==> src/rtl/cache_ctrl_pkg.sv <==
// Shared widths, FSM state encoding and saturating-counter helper for the cache controller.
// No logic, so it adds no latency and applies no backpressure.
package cache_ctrl_pkg;

  localparam int CC_DATA_W = 8;
  localparam int CC_TAG_W  = 3;
  localparam int CC_IDX_W  = 3;
  localparam int CC_LINES  = 1 << CC_IDX_W;

  typedef enum logic [2:0] {
    S_IDLE,
    S_LOOKUP,
    S_RD_HIT,
    S_MEM_RD,
    S_FILL,
    S_MEM_WR,
    S_DONE
  } cc_state_e;

  function automatic logic [7:0] sat_inc(input logic [7:0] v);
    return (v == 8'hFF) ? v : v + 8'd1;
  endfunction

endpackage

==> src/rtl/cache_tag_array.sv <==
// Per-line valid+tag registers with flush-clear; zero-latency combinational hit, update lands at the edge.
// Flush and update are never requested together, so flush simply wins; no backpressure.
module cache_tag_array
  import cache_ctrl_pkg::*;
#(
  parameter int TAG_W = CC_TAG_W,
  parameter int IDX_W = CC_IDX_W
) (
  input  logic             clk,
  input  logic             rst,
  input  logic             flush,
  input  logic             upd_en,
  input  logic [IDX_W-1:0] upd_idx,
  input  logic [TAG_W-1:0] upd_tag,
  input  logic [IDX_W-1:0] lk_idx,
  input  logic [TAG_W-1:0] lk_tag,
  output logic             hit
);

  localparam int LINES = 1 << IDX_W;

  logic [LINES-1:0] valid_q, valid_d;
  logic [TAG_W-1:0] tag_q [LINES];
  logic [TAG_W-1:0] tag_d [LINES];

  always_comb begin
    valid_d = valid_q;
    tag_d   = tag_q;
    if (flush) begin
      valid_d = '0;
    end else if (upd_en) begin
      valid_d[upd_idx] = 1'b1;
      tag_d[upd_idx]   = upd_tag;
    end
  end

  always_ff @(posedge clk) begin
    if (rst) begin
      valid_q <= '0;
      for (int i = 0; i < LINES; i++) tag_q[i] <= '0;
    end else begin
      valid_q <= valid_d;
      tag_q   <= tag_d;
    end
  end

  assign hit = valid_q[lk_idx] && (tag_q[lk_idx] == lk_tag);

endmodule

==> src/rtl/cache_ctrl.sv <==
// Direct-mapped write-through, no-write-allocate cache controller; read hit completes 3 cycles after acceptance.
// One request at a time: cpu_req is only sampled in IDLE, memory stalls are held until mem_ack.
module cache_ctrl
  import cache_ctrl_pkg::*;
#(
  parameter int DATA_W = CC_DATA_W,
  parameter int TAG_W  = CC_TAG_W,
  parameter int IDX_W  = CC_IDX_W
) (
  input  logic                   clk,
  input  logic                   rst,
  input  logic                   cpu_req,
  input  logic                   cpu_wr,
  input  logic [TAG_W+IDX_W-1:0] cpu_addr,
  input  logic [DATA_W-1:0]      cpu_wdata,
  output logic [DATA_W-1:0]      cpu_rdata,
  output logic                   cpu_ready,
  input  logic                   flush,
  output logic [IDX_W-1:0]       cm_addr,
  output logic                   cm_rd,
  output logic                   cm_wr,
  output logic [DATA_W-1:0]      cm_wdata,
  input  logic [DATA_W-1:0]      cm_rdata,
  output logic                   mem_req,
  output logic                   mem_wr,
  output logic [TAG_W+IDX_W-1:0] mem_addr,
  output logic [DATA_W-1:0]      mem_wdata,
  input  logic [DATA_W-1:0]      mem_rdata,
  input  logic                   mem_ack,
  output logic [7:0]             hit_cnt,
  output logic [7:0]             miss_cnt
);

  localparam int ADDR_W = TAG_W + IDX_W;

  cc_state_e         state_q, state_d;
  logic [ADDR_W-1:0] addr_q, addr_d;
  logic              wr_q, wr_d;
  logic [DATA_W-1:0] wdata_q, wdata_d;
  logic [DATA_W-1:0] fill_q, fill_d;
  logic [DATA_W-1:0] rdata_q, rdata_d;
  logic [7:0]        hit_cnt_q, hit_cnt_d;
  logic [7:0]        miss_cnt_q, miss_cnt_d;

  logic              tag_flush, tag_upd, hit;
  logic [IDX_W-1:0]  idx;
  logic [TAG_W-1:0]  tag;

  assign idx = addr_q[IDX_W-1:0];
  assign tag = addr_q[ADDR_W-1:IDX_W];

  cache_tag_array #(
    .TAG_W (TAG_W),
    .IDX_W (IDX_W)
  ) u_tags (
    .clk     (clk),
    .rst     (rst),
    .flush   (tag_flush),
    .upd_en  (tag_upd),
    .upd_idx (idx),
    .upd_tag (tag),
    .lk_idx  (idx),
    .lk_tag  (tag),
    .hit     (hit)
  );

  always_comb begin
    state_d    = state_q;
    addr_d     = addr_q;
    wr_d       = wr_q;
    wdata_d    = wdata_q;
    fill_d     = fill_q;
    rdata_d    = rdata_q;
    hit_cnt_d  = hit_cnt_q;
    miss_cnt_d = miss_cnt_q;
    cm_addr    = '0;
    cm_rd      = 1'b0;
    cm_wr      = 1'b0;
    cm_wdata   = '0;
    mem_req    = 1'b0;
    mem_wr     = 1'b0;
    mem_addr   = '0;
    mem_wdata  = '0;
    cpu_ready  = 1'b0;
    tag_flush  = 1'b0;
    tag_upd    = 1'b0;

    case (state_q)
      S_IDLE: begin
        // A request coinciding with flush stays pending and is taken next cycle.
        if (flush) begin
          tag_flush = 1'b1;
        end else if (cpu_req) begin
          addr_d  = cpu_addr;
          wr_d    = cpu_wr;
          wdata_d = cpu_wdata;
          state_d = S_LOOKUP;
        end
      end
      S_LOOKUP: begin
        cm_addr = idx;
        if (hit) hit_cnt_d = sat_inc(hit_cnt_q);
        else     miss_cnt_d = sat_inc(miss_cnt_q);
        if (wr_q) begin
          if (hit) begin
            cm_wr    = 1'b1;
            cm_wdata = wdata_q;
          end
          state_d = S_MEM_WR;
        end else if (hit) begin
          cm_rd   = 1'b1;
          state_d = S_RD_HIT;
        end else begin
          state_d = S_MEM_RD;
        end
      end
      S_RD_HIT: begin
        rdata_d = cm_rdata;
        state_d = S_DONE;
      end
      S_MEM_RD: begin
        mem_req  = 1'b1;
        mem_addr = addr_q;
        if (mem_ack) begin
          fill_d  = mem_rdata;
          state_d = S_FILL;
        end
      end
      S_FILL: begin
        cm_wr    = 1'b1;
        cm_addr  = idx;
        cm_wdata = fill_q;
        tag_upd  = 1'b1;
        rdata_d  = fill_q;
        state_d  = S_DONE;
      end
      S_MEM_WR: begin
        mem_req   = 1'b1;
        mem_wr    = 1'b1;
        mem_addr  = addr_q;
        mem_wdata = wdata_q;
        if (mem_ack) state_d = S_DONE;
      end
      S_DONE: begin
        cpu_ready = 1'b1;
        state_d   = S_IDLE;
      end
      default: state_d = S_IDLE;
    endcase
  end

  always_ff @(posedge clk) begin
    if (rst) begin
      state_q    <= S_IDLE;
      addr_q     <= '0;
      wr_q       <= 1'b0;
      wdata_q    <= '0;
      fill_q     <= '0;
      rdata_q    <= '0;
      hit_cnt_q  <= '0;
      miss_cnt_q <= '0;
    end else begin
      state_q    <= state_d;
      addr_q     <= addr_d;
      wr_q       <= wr_d;
      wdata_q    <= wdata_d;
      fill_q     <= fill_d;
      rdata_q    <= rdata_d;
      hit_cnt_q  <= hit_cnt_d;
      miss_cnt_q <= miss_cnt_d;
    end
  end

  assign cpu_rdata = rdata_q;
  assign hit_cnt   = hit_cnt_q;
  assign miss_cnt  = miss_cnt_q;

endmodule
==> config.mk <==
export PLATFORM = sky130hd
export DESIGN_NAME = cache_ctrl
export DESIGN_NICKNAME = d
export VERILOG_FILES = /design/src/rtl/cache_ctrl_pkg.sv /design/src/rtl/cache_tag_array.sv /design/src/rtl/cache_ctrl.sv
export SDC_FILE = /design/constraint.sdc
export NUM_CORES = 1
export LEC_CHECK = 0
export ABC_AREA = 1
export CAP_MARGIN = 15
export CORE_MARGIN = 4
export CORE_UTILIZATION = 39
export CTS_CLUSTER_SIZE = 20
export DETAILED_ROUTE_END_ITERATION = 6
export GPL_TIMING_DRIVEN = 0
export PLACE_DENSITY = 0.76
export SYNTH_ARGS = -nofsm -noshare
export SYNTH_HDL_FRONTEND = slang
export SYNTH_SLANG_ARGS = --single-unit
==> constraint.sdc <==
create_clock -name clk -period 1.9 [get_ports clk]
set_input_delay 0.57 -clock clk [delete_from_list [all_inputs] [get_ports clk]]
set_output_delay 0.57 -clock clk [all_outputs]
set_load 0.02 [all_outputs]
== After elaboration in Yosys (flattened, before gate mapping) ==
Cells that the tools add are included.
Cells by class
  add/subtract/negate cells: 2
  magnitude comparators: 4
  eq/ne operators: 13
  mux-type cells: 35
  bitwise gates (word level): 7
  reduce and logical (&&, ||, !) cells: 15
Operator list (count)
  8-bit one-hot mux with 2 select lines: 2
  3-bit two-way mux: 9
  24-bit bitwise mux: 1
  8-bit two-way mux: 3
  8-bit by 1-bit adder with 8-bit output, second input constant: 2
  8-bit equality test, second input constant: 2
  3-bit one-hot mux with 5 select lines: 1
  1-bit two-way mux: 13
  3-bit binary-select mux with 3-bit select: 1
  3-bit demux with 3-bit select: 1
  3-bit equality test, second input constant: 3
  3-bit AND reduction: 3
  2-bit != test, second input constant: 4
  8-bit bitwise OR: 1
  2-bit OR reduction: 4
  3-bit by 2-bit equality test with 1-bit output, second input constant: 2
  6-bit two-way mux: 1
  1-bit NOT: 5
  4-bit >= comparator, second input constant: 1
  3-bit by 4-bit less-than comparator with 1-bit output, second input constant: 1
  4-bit by 1-bit less-than comparator with 1-bit output, second input constant: 1
  3-bit NOT with 4-bit output: 1
  2-bit AND reduction: 2
  4-bit AND reduction: 1
  other kinds (9): 11
Storage, ports and cells
  flip-flop bits (word level): 82
  logic and storage cells: 93

== Depth between registers and ports, before layout ==
  word-level depth: 9
  mapped depth: 17

== Hierarchy ==
From an unflattened synthesis, not the netlist that was laid out.
Unflattened totals
  cell total of the unflattened synthesis: 611
  area total of the unflattened synthesis: 4115.2 um^2
By module, submodules not included
  cache_ctrl: times used 1, cells an instance 376, area an instance 2516.2 um^2, sequential area each 1001.0 um^2
  cache_tag_array: times used 1, cells an instance 235, area an instance 1599.0 um^2, sequential area each 640.6 um^2

== Least setup slack after synthesis ==
No wires, ideal clock.
  kind: register -> output
  start: register state_q[0]
  end: output port mem_wdata[0]
  data arrival time: 1884 ps
  data required time: 1330 ps
  path slack: -554 ps
  cell stages (with the launch flop): 6
  cells stage by stage: dfxtp_1 > buf_2 > inv_1 > nor3_1 > clkinv_1 > nor2_1
Between the ends
  word-level cells in the longest chain between the ends: 2
Ends and longest elaborated chain
  start: declaration: RTL line cache_ctrl.sv:36  | cc_state_e state_q, state_d;
  start signal: assignment: RTL line cache_ctrl.sv:163  | state_q <= state_d;
  3-bit equality test: RTL line cache_ctrl.sv:88  | case (state_q)
  8-bit two-way mux: RTL line cache_ctrl.sv:88
  end: declaration: RTL line cache_ctrl.sv:27  | output logic [DATA_W-1:0] mem_wdata,
Every way passes these cells.

== Worst setup path in the final report ==
  start: register addr_q[0]
  end: output port cm_wdata[0]
Between the ends
  word-level cells in the longest chain between the ends: 9
  elaborated cells on any way between the ends: 11
Ends and longest elaborated chain
  start: declaration: RTL line cache_ctrl.sv:37  | logic [ADDR_W-1:0] addr_q, addr_d;
  start signal: assignment: RTL line cache_ctrl.sv:164  | addr_q <= addr_d;
  3-bit NOT with 4-bit output (not written as such): RTL line cache_tag_array.sv:47  | assign hit = valid_q[lk_idx] && (tag_q[lk_idx] == lk_tag);
  3-bit binary-select mux with 3-bit select: RTL line cache_tag_array.sv:47
  3-bit two-way mux (not written as such) (2 in a row): RTL line cache_tag_array.sv:47
  3-bit equality test: RTL line cache_tag_array.sv:47
  1-bit logical AND *: RTL line cache_tag_array.sv:47
  8-bit two-way mux *: RTL line cache_ctrl.sv:105  | if (hit) begin
  8-bit two-way mux *: RTL line cache_ctrl.sv:104  | if (wr_q) begin
  8-bit one-hot mux with 2 select lines *: RTL line cache_ctrl.sv:88
  end: declaration: RTL line cache_ctrl.sv:22  | output logic [DATA_W-1:0] cm_wdata,
Every way passes the cells marked *; elsewhere a longest branch is shown, timed or not. The select of a mux whose other input is x is not followed.

==> summary.md <==
- number of nets with antenna violations after detailed routing: 0
- placed insts: 774
- total of buffers placed on input and output ports: 88
- setup ws final: -0.8044 ns
- endpoint required time on the critical path: 1.33 ns
- worst hold margin: 0.4643 ns
- cell-internal power: 2992 uW
- CTS tree: built
- hold violation total from the final report: 0
- share of the core filled with cells in the final layout: 0.6302
- total length of routed wires: 13160 um
- total number of vias: 4366
- achievable frequency: 369.8 MHz
- switching fraction of total power: 0.3686
- clk sinks: 82
- Tightest Pin Transition: 0.5337 ns
- run status: finished, violations left
- final weighted congestion in routability-driven placement: 0.9304
- path category of the worst min-delay check: reg2reg
- number of I/O pins: 90
- switching power: 1747 uW
- cell count after synthesis: 557
- cell at the slowest stage of the critical path: sky130_fd_sc_hd__dfxtp_4
- series of cell instances along the critical path: inv_8, clkbuf_16, nand3_1, nand2_1, nor2_2, nand2_1, nand2_1, nand2_2, nor2_4, nand3_4, buf_12, o21ai_4, buf_6
- reg2reg start: addr_q[0]
- headroom to the max-slew limit: 0.6442
- syn_nets: 595
- Total Nets Final: 733
- Crit Path Category: reg2out
- relative area change from synthesis to final layout: 54.82%
- number of fill cells in the layout: 751
- grt ovf: 0
- share of post-route cells with drive strength above 1: 0.2514
- end point of the most critical hold path: u_tags.valid_q[7]
- Sequential Power Share: 0.408
- horizontal die dimension: 107.1 um
- Final Max Slew Viols: 0
- Initial Utilization: 0.4070
- crit end category: output port
- number of synthesized register bits: 82
- All-Layer GR Usage: 0.2263
- Primary FF master, synth: sky130_fd_sc_hd__dfxtp_1
- clock insertion delay at the later pin of the skew report: 0.38 ns
- Period minus WS final: 2.704 ns
- share of total power in the clock network: 0.249
- violated checks: negative setup slack
- Core Area: 9415 sq um
- Post-Route Setup TNS: -15.38 ns
- number of warnings reported in the yosys synthesis log: 0
- sort of element at the start of the critical path: flip-flop
- pin count of the biggest net entering global routing: 14
- clock slew seen by the registers of the worst setup and hold paths: 0.09 ns
- RSZ-0062 raised after global routing: yes
- Longest Clk Path Bufs: 2
- total power per unit cell area: 798.7 nW/um^2
- slowest stage delay, CP: 0.41 ns
- routed len/inst: 15.87 um
- share of the clock period used by the worst path: 1.423
- half-perimeter wire length after detailed placement: 8672 um
- Syn Area/Cell: 6.880 sq um
- standby leakage power: 0.002584 uW
- initial antenna violation count: 0
- worst reg2reg path endpoint: miss_cnt[5]
- CP max FO: 9
- Via density: 5.267
- Clock Root Buffer: sky130_fd_sc_hd__clkbuf_8
- Die Area: 11480 sq um
- cell count of the worst hold path: 2
- Post-Route Skew: 0.01173 ns
- Worst VDD drop: 0.0004817 V
- post-synthesis async set-or-reset flop share: 0
- Post-Syn Area: 3832 sq um
- row count: 35
- post-synth cell types: 31
- first-pass GRT wire length: 20780 um
- total clock buffers created by CTS: 9
- Die Span Y: 107.1 um
- post-detailed-route DRC marker count: 0
- post-synthesis sequential area ratio: 0.4283
- cell depth of the worst flop-to-flop path: 17
- ANT cells: 0
- hold path start: u_tags.valid_q[7]
- number of levels the H-tree was split into: 3
- count of final setup violators: 46
- Worst EP arrival: 2.13 ns
- initial DRC count: 292
- number of detailed-routing iterations run before antenna repair: 6
- number of enable flip-flop cells after synthesis: 0
- vias in the first global route: 4390
- setup slack, reg-to-reg: -0.19 ns
- Max-Cap Viols: 0
- most used cell, CP: sky130_fd_sc_hd__nand2_1
- number of standard cells in the layout, taps in and fillers out: 829
- share of total power in combinational logic: 0.344
flip-flops by register name (all words and copies together) (netlist names):
| name | count |
|---|---|
| wdata_q | 8 |
| cpu_rdata | 8 |
| u_tags.valid_q | 8 |
| state_q | 3 |
| hit_cnt | 8 |
| fill_q | 8 |
| addr_q | 6 |
| miss_cnt | 8 |
| u_tags.tag_q | 24 |
| wr_q | 1 |
how the worst max path moves through the flow:
stage,startpoint,cells past startpoint,to,slack [ns]
2_1_floorplan,addr_q[1],12,cm_wdata[0],-0.29
3_3_place_gp,addr_q[2],11,cm_wdata[2],-1.08
3_5_place_dp,addr_q[2],11,cm_wdata[2],-1.10
4_1_cts,addr_q[1],14,cm_wdata[0],-0.74
5_1_grt,addr_q[0],12,cm_wdata[0],-0.91
6_report,addr_q[0],13,cm_wdata[0],-0.80
worst max-delay path: cells and delay by family (launching register included):
family                 cells  cell delay, ns
and+or+nand+nor            8            0.69
DFF                        1            0.41
AOI/OAI and AO/OA          1            0.15
buffers and inverters      4            0.50
stage by stage:
step | power (uW) | area, sq um | setup slack, ns
after floorplan | 2723 | 4010 | -0.2905
after global placement | 3105 | 5052 | -1.081
after detailed placement | 3137 | 5052 | -1.102
after CTS | 4540 | 5694 | -0.7424
after global routing | 4944 | 5933 | -0.9139
final | 4739 | 5933 | -0.8044
layout by cell type (no fill, tap or decap), drive strengths merged:
| cell | Yosys | routed |
|---|---|---|
| clkdlybuf4s50 | 0 | 34 |
| clkbuf | 11 | 23 |
| xnor2 | 2 | 2 |
| clkinv | 5 | 7 |
| ha | 2 | 2 |
| clkinvlp | 0 | 3 |
| o21ai | 60 | 60 |
| xor2 | 6 | 6 |
| nor3b | 1 | 1 |
| dlygate4sd2 | 0 | 19 |
| a21oi | 73 | 73 |
| nand4 | 4 | 4 |
| nor2 | 58 | 58 |
| nor3 | 8 | 8 |
| dlymetal6s2s | 0 | 5 |
| nand3b | 1 | 1 |
| o31ai | 1 | 1 |
| nand3 | 32 | 32 |
| nand2 | 132 | 132 |
| a31oi | 9 | 9 |
| buf | 10 | 77 |
| inv | 60 | 61 |
| dfxtp | 82 | 82 |
routing by layer:
| layer | GRT usage | routed length [um] |
|---|---|---|
| met5 | 0 | 0 |
| met4 | 0.08767 | 387 |
| met3 | 0.05599 | 1022 |
| met2 | 0.3843 | 6395 |
| met1 | 0.2743 | 5355 |
cells by family after synthesis:
kind of cell / Yosys count / synth area share
adders and majority gates: 2 / 0.006529
DFF: 82 / 0.4283
AOI/OAI and AO/OA: 143 / 0.1903
and+or+nand+nor: 236 / 0.2631
xor gates and xnor gates: 8 / 0.01828
buffers and inverters: 86 / 0.09337
synthesized netlist by cell type (5+ instances only):
library cell / number / share of area
sky130_fd_sc_hd__nand2_1: 129 / 0.13
sky130_fd_sc_hd__dfxtp_1: 82 / 0.43
sky130_fd_sc_hd__a21oi_1: 73 / 0.095
sky130_fd_sc_hd__o21ai_0: 58 / 0.076
sky130_fd_sc_hd__inv_1: 53 / 0.052
sky130_fd_sc_hd__nor2_1: 53 / 0.052
sky130_fd_sc_hd__nand3_1: 30 / 0.039
sky130_fd_sc_hd__clkbuf_1: 11 / 0.011
sky130_fd_sc_hd__a31oi_1: 9 / 0.015
sky130_fd_sc_hd__nor3_1: 7 / 0.0091
sky130_fd_sc_hd__inv_2: 6 / 0.0059
sky130_fd_sc_hd__xor2_1: 6 / 0.014
sky130_fd_sc_hd__buf_4: 5 / 0.0098
final cells by class:
type | instances | area [sq um] | share of cell area
inverter | 65 | 306.5 | 0.05167
clock inverter | 4 | 27.53 | 0.004639
multi-input combinational | 389 | 2222 | 0.3745
tap | 129 | 161.4 | 0.02720
timing repair buffer | 125 | 1235 | 0.2081
buffer | 21 | 160.2 | 0.02699
timing repair inverter | 2 | 16.27 | 0.002741
sequential | 82 | 1659 | 0.2796
clock buffer | 12 | 145.1 | 0.02446
power groups by stage:
stage	registers (uW)	clock network, uW	logic, uW
detailed placement	1950	0	1180
global route	1940	1240	1760
finish	1930	1180	1630
CTS	1920	1170	1450
floorplan	2010	0	713
global placement	1950	0	1150
timing repair:
item | CTS | global route
hold buffers | 0 | 0
buffers inserted | 27 | 10
endpoints found under the setup margin | 51 | 52
pin swaps | 8 | 8
resized for setup | 269 | 44
gates cloned | 1 | 3
Power figures use the tool's default switching activity.
